`src/rtl/sram_port_arbiter.sv`:
```
// Two-requester round-robin arbiter in front of a single-port sram, with bounded burst locking.
// Define ARB_PERF_CNT_EN to add saturating grant/conflict counters and the perf_clr input.
module sram_port_arbiter #(
  parameter int unsigned ADDR_WID = 26,
  parameter int unsigned DATA_WID = 32,
  parameter int unsigned STRB_WID = DATA_WID / 8,
  parameter int unsigned MAX_HOLD = 16
) (
  input  logic                aclk,
  input  logic                aresetn,
  input  logic                req0_valid,
  input  logic                req0_write,
  input  logic                req0_lock,
  input  logic [ADDR_WID-1:0] req0_addr,
  input  logic [DATA_WID-1:0] req0_wdata,
  input  logic [STRB_WID-1:0] req0_wstrb,
  output logic                req0_ready,
  output logic                req0_rvalid,
  output logic [DATA_WID-1:0] req0_rdata,
  input  logic                req1_valid,
  input  logic                req1_write,
  input  logic                req1_lock,
  input  logic [ADDR_WID-1:0] req1_addr,
  input  logic [DATA_WID-1:0] req1_wdata,
  input  logic [STRB_WID-1:0] req1_wstrb,
  output logic                req1_ready,
  output logic                req1_rvalid,
  output logic [DATA_WID-1:0] req1_rdata,
  output logic                ceb,
  output logic                wen,
  output logic [ADDR_WID-1:0] addr,
  output logic [DATA_WID-1:0] d,
  output logic [STRB_WID-1:0] be,
`ifdef ARB_PERF_CNT_EN
  input  logic [DATA_WID-1:0] q,
  input  logic                perf_clr,
  output logic [15:0]         grant_cnt0,
  output logic [15:0]         grant_cnt1,
  output logic [15:0]         conflict_cnt
`else
  input  logic [DATA_WID-1:0] q
`endif
);

  localparam int unsigned HOLD_W = $clog2(MAX_HOLD + 1);
  localparam logic [HOLD_W-1:0] HOLD_LAST = HOLD_W'(MAX_HOLD - 1);

  typedef enum logic [1:0] {IDLE = 2'd0, OWN0 = 2'd1, OWN1 = 2'd2} state_e;

  state_e              state_q, state_d;
  logic                rr_q, rr_d;
  logic [HOLD_W-1:0]   hold_q, hold_d;
  logic                rvalid0_q, rvalid1_q;
  logic                acc0, acc1, acc_any, lock_sel, other_valid;

  // Grant: round-robin when idle, owner-only while a burst lock is held.
  always_comb begin
    req0_ready = 1'b0;
    req1_ready = 1'b0;
    case (state_q)
      IDLE: begin
        if (req0_valid && req1_valid) begin
          req0_ready = ~rr_q;
          req1_ready = rr_q;
        end else begin
          req0_ready = req0_valid;
          req1_ready = req1_valid;
        end
      end
      OWN0:    req0_ready = req0_valid;
      OWN1:    req1_ready = req1_valid;
      default: ;
    endcase
  end

  assign acc0        = req0_valid & req0_ready;
  assign acc1        = req1_valid & req1_ready;
  assign acc_any     = acc0 | acc1;
  assign lock_sel    = acc1 ? req1_lock : req0_lock;
  assign other_valid = acc1 ? req0_valid : req1_valid;

  // The sram access goes out in the same cycle as the accept.
  always_comb begin
    ceb  = acc_any;
    wen  = 1'b0;
    addr = '0;
    d    = '0;
    be   = '0;
    if (acc0) begin
      wen  = req0_write;
      addr = req0_addr;
      d    = req0_wdata;
      be   = req0_wstrb;
    end else if (acc1) begin
      wen  = req1_write;
      addr = req1_addr;
      d    = req1_wdata;
      be   = req1_wstrb;
    end
  end

  always_comb begin
    state_d = state_q;
    rr_d    = rr_q;
    hold_d  = hold_q;
    case (state_q)
      IDLE: begin
        if (acc_any) begin
          rr_d = acc0;
          if (lock_sel) begin
            state_d = acc1 ? OWN1 : OWN0;
            hold_d  = HOLD_W'(1);
          end
        end
      end
      OWN0, OWN1: begin
        // An owner that drops valid releases the grant rather than blocking the other port.
        if (!acc_any || !lock_sel) begin
          state_d = IDLE;
          hold_d  = '0;
        end else if (hold_q >= HOLD_LAST) begin
          if (other_valid) begin
            state_d = IDLE;
            hold_d  = '0;
          end else begin
            hold_d = HOLD_LAST;
          end
        end else begin
          hold_d = hold_q + HOLD_W'(1);
        end
      end
      default: begin
        state_d = IDLE;
        hold_d  = '0;
      end
    endcase
  end

  always_ff @(posedge aclk or negedge aresetn) begin
    if (!aresetn) begin
      state_q   <= IDLE;
      rr_q      <= 1'b0;
      hold_q    <= '0;
      rvalid0_q <= 1'b0;
      rvalid1_q <= 1'b0;
    end else begin
      state_q   <= state_d;
      rr_q      <= rr_d;
      hold_q    <= hold_d;
      rvalid0_q <= acc0 & ~req0_write;
      rvalid1_q <= acc1 & ~req1_write;
    end
  end

  assign req0_rvalid = rvalid0_q;
  assign req1_rvalid = rvalid1_q;
  assign req0_rdata  = q;
  assign req1_rdata  = q;

`ifdef ARB_PERF_CNT_EN
  logic [15:0] gcnt0_q, gcnt1_q, ccnt_q;
  logic        conflict;

  assign conflict = (req0_valid & ~req0_ready) | (req1_valid & ~req1_ready);

  // Saturating event counters with synchronous clear.
  always_ff @(posedge aclk or negedge aresetn) begin
    if (!aresetn) begin
      gcnt0_q <= '0;
      gcnt1_q <= '0;
      ccnt_q  <= '0;
    end else if (perf_clr) begin
      gcnt0_q <= '0;
      gcnt1_q <= '0;
      ccnt_q  <= '0;
    end else begin
      if (acc0 && (gcnt0_q != 16'hFFFF)) gcnt0_q <= gcnt0_q + 16'd1;
      if (acc1 && (gcnt1_q != 16'hFFFF)) gcnt1_q <= gcnt1_q + 16'd1;
      if (conflict && (ccnt_q != 16'hFFFF)) ccnt_q <= ccnt_q + 16'd1;
    end
  end

  assign grant_cnt0   = gcnt0_q;
  assign grant_cnt1   = gcnt1_q;
  assign conflict_cnt = ccnt_q;
`endif

endmodule

```
`config.mk`:
```
export PLATFORM = sky130hd
export DESIGN_NAME = sram_port_arbiter
export DESIGN_NICKNAME = d
export VERILOG_FILES = /design/src/rtl/sram_port_arbiter.sv
export SDC_FILE = /design/constraint.sdc
export NUM_CORES = 1
export LEC_CHECK = 0
export ABC_AREA = 1
export CAP_MARGIN = 20
export CORE_AREA = 2 2 116 118
export CTS_CLUSTER_DIAMETER = 150
export DETAILED_ROUTE_END_ITERATION = 10
export DIE_AREA = 0 0 118 120
export HOLD_SLACK_MARGIN = 0.1
export MAX_ROUTING_LAYER = met4
export SETUP_SLACK_MARGIN = 0.02
export SLEW_MARGIN = 20
export SYNTH_ARGS = -nofsm -noshare
export SYNTH_HDL_FRONTEND = slang
export SYNTH_SLANG_ARGS = --single-unit
export TNS_END_PERCENT = 20
```
`constraint.sdc`:
```
create_clock -name aclk -period 2.66 [get_ports aclk]
set_input_delay 0.798 -clock aclk [delete_from_list [all_inputs] [get_ports aclk]]
set_output_delay 0.798 -clock aclk [all_outputs]
set_load 0.005 [all_outputs]
```
==> flow_summary.yaml <==
placed_design:
  hpwlAfterDp_um: 7210
  port_buffers: 199
  routabilityCongestion: 0.881
timing:
  period_minus_slack_ps: 2720
  totalNegativeSetupSlack_ps: -805
  slew_viol_final: 0
  hold_ws_ps: 584
  fin_worst_skew_ps: 1.06
  layout_setup_ws_ps: -61.6
  fmax_mhz: 367
  setup_violations: 20
  rsz0062_at_grt: "true"
  hold_violations: 0
  post-route-period-util_pct: 102
  worst_pin_slew_ps: 484
  maxSlewHeadroom_pct: 67.7
synth:
  synthesis.nets: 546
  ys_ff_latch: 10
  synth.distinct_cells: 20
  synth_area_um2: 2090
  syn_area_per_cell_um2: 5.56
  postSynthCellCount: 375
  synth_seq_area_share_pct: 12.0
  yosysWarnings: 0
critical_path:
  critPathKind: "input pin to output pin"
  cp_data_arrival_time_ps: 1920
  path_cells: "buf_8, buf_6, nand3_4, nand2_4, buf_8, buf_6, buf_12, buf_4, nand3_2, nand2_1, buf_2"
  path_max_fanout: 6
  slowest_delay_ps: 150
  worstPathRequired_ps: 1860
  crit_path_top_delay_cell: "buf_8"
  cp-start-kind: "input pin"
  end_kind: "output pin"
power:
  p_sw_mw: 1.77
  p_per_area_nw_per_um2: 863
  comb_power_share_pct: 86.7
  internal_power_mw: 2.33
  p_sw_share_pct: 43.1
  p_seq_share_pct: 5.8
  p_leak_nw: 2.38
  irDropWorstVdd_v: 0.000410
  p_clk_share_pct: 7.4
run_status:
  violations: "setup timing"
  outcome: "finished with violations"
clocking:
  clock_latency_ps: 240
  cts_buffers: 3
  cts_buffer_depth: 2
  clkSlewWorstSetupHoldPaths_ps: 40
  cts-root-buf: "clkbuf_16"
  cts_tree: "built"
  htreeDepth: 1
  cts_sinks: 10
finish:
  syn_to_final_growth_pct: 128
  final_layout_size_suffix_gt1_share_pct: 35.2
  diodes: 0
  final_common_cell: "nand2_1"
  final_cell_mix: "nand2_1, clkdlybuf4s50_1, buf_2"
  final_nets: 734
drt:
  drt-initial-drc-count: 93
  routedWlPerCell_um: 16.3
  dr.pass1.iters: 4
  num_vias: 3181
  vias_per_cell: 4.31
  drc: 0
  ant_nets: 0
  finalWirelength_um: 12000
floorplan:
  core_region_area_um2: 13000
  die_area_um2: 14200
  dieHeight_um: 120
  initial_utilization_pct: 16.1
  floorplan.rows: 42
  io_pins: 296
  die_w_um: 118
global_routing:
  grt.total_usage_pct: 16.1
  grt_overflow_total: 0
  busiest_layer: "met2"
  antenna_found_initial: 0
  gr-usage-met2_pct: 28.4
  grt_use_met1_pct: 16.7
  grt_pass1_vias: 3301
  grt_max_degree: 23
  met3_usage_pct: 3.09
  grt_pass1_wl_um: 17200
flow_run:
  maxCapViolations: 0
min_path:
  worstHoldPathType: "flip-flop to flip-flop"
==> final timing paths <==
path | from | to | slack [ps] | depth (start not counted)
max | req1_valid | addr[10] | -60 | 11
max reg2reg | state_q[0]$_DFFE_PN0P_ | state_q[1]$_DFFE_PN0P_ | 420 | 16
min in group asynchronous | aresetn | hold_q[3]$_DFFE_PN0P_ | 890 | 1
min | hold_q[0]$_DFFE_PN0P_ | hold_q[0]$_DFFE_PN0P_ | 580 | 2
max in group asynchronous | aresetn | rr_q$_DFFE_PN0P_ | 1440 | 1
min reg2reg | hold_q[0]$_DFFE_PN0P_ | hold_q[0]$_DFFE_PN0P_ | 580 | 2
==> state kept, by name, summed over array words and instances, names as in the netlist <==
name and flops:
hold_q 5, req0_rvalid 1, req1_rvalid 1, rr_q 1
state_q 2
==> cells by family (layout without fill, tap and decap cells) <==
logic type      after synthesis  in the layout  share of synthesized area (%)
compound gates               10             10                           2.58
fa+ha+maj                     7              7                           4.20
simple gates                243            243                           49.6
buf+inv                     105            292                           31.6
flops                        10             10                           12.0
==> per-stage QoR <==
step           util [%]  std cells  setup slack [ps]  total power [mW]  area, um2
2_1_floorplan         -        375               331              1.35       2090
3_3_place_gp       30.1        684              -726              2.65       3910
3_5_place_dp       30.1        684              -755              2.67       3910
4_1_cts            36.1        732             -59.0              3.99       4680
5_1_grt            36.6        738              -117              4.36       4750
6_report           36.6        738             -61.6              4.10       4750
==> synth_stat cells <==
cell      number  area (um2)
inv_1         19        71.3
nand3b_1       1        7.51
nor2_2         1        6.26
nand3_1       70         350
or2_2          1        6.26
a21oi_1        2        10.0
buf_2         20         100
nand2_1      152         571
ha_1           7        87.6
o21ai_0        3        15.0
o21ai_1        4        20.0
nand3_2        1        10.0
nand4_1        4        25.0
nand2_2        3        18.8
a21oi_2        1        8.76
buf_4         64         480
dfrtp_1       10         250
nor2_1         8        30.0
nor3_1         2        10.0
inv_2          2        7.51
==> what timing repair did <==
item	4_1_cts	5_1_grt
pin swaps	15	23
setup endpoints to repair	66	65
gates cloned	12	2
buffers inserted	32	6
resized for setup	310	58
hold buffers	0	0
endpoints found under the hold margin	0	0
==> routing by layer <==
| layer | wire, um | vias up |
|---|---|---|
| met2 | 6070 | 177 |
| li1 | - | 1502 |
| met5 | 0 | - |
| met4 | 601 | 0 |
| met1 | 4490 | 1446 |
| met3 | 862 | 56 |
==> worst max-delay path: cells and delay by family <==
family / cells / cell delay [ps]
AND/OR/NAND/NOR: 4 / 270
buffers and inverters: 7 / 870
==> power groups by stage <==
stage / Combinational (mW) / Sequential, mW / Clock (mW)
2_1_floorplan: 1.12 / 0.230 / 0
3_3_place_gp: 2.42 / 0.234 / 0
3_5_place_dp: 2.44 / 0.236 / 0
4_1_cts: 3.44 / 0.239 / 0.307
5_1_grt: 3.80 / 0.245 / 0.315
6_report: 3.56 / 0.240 / 0.305
==> cell type report <==
cell class | count | area [um2]
clock buffers | 4 | 88.8
inverters | 21 | 91.3
flip-flops and latches | 10 | 250
fillers | 1360 | 8230
multi-input cells | 260 | 1420
repair buffers | 267 | 2680
well taps | 176 | 220
No activity file was read; power rests on OpenSTA's default activity.
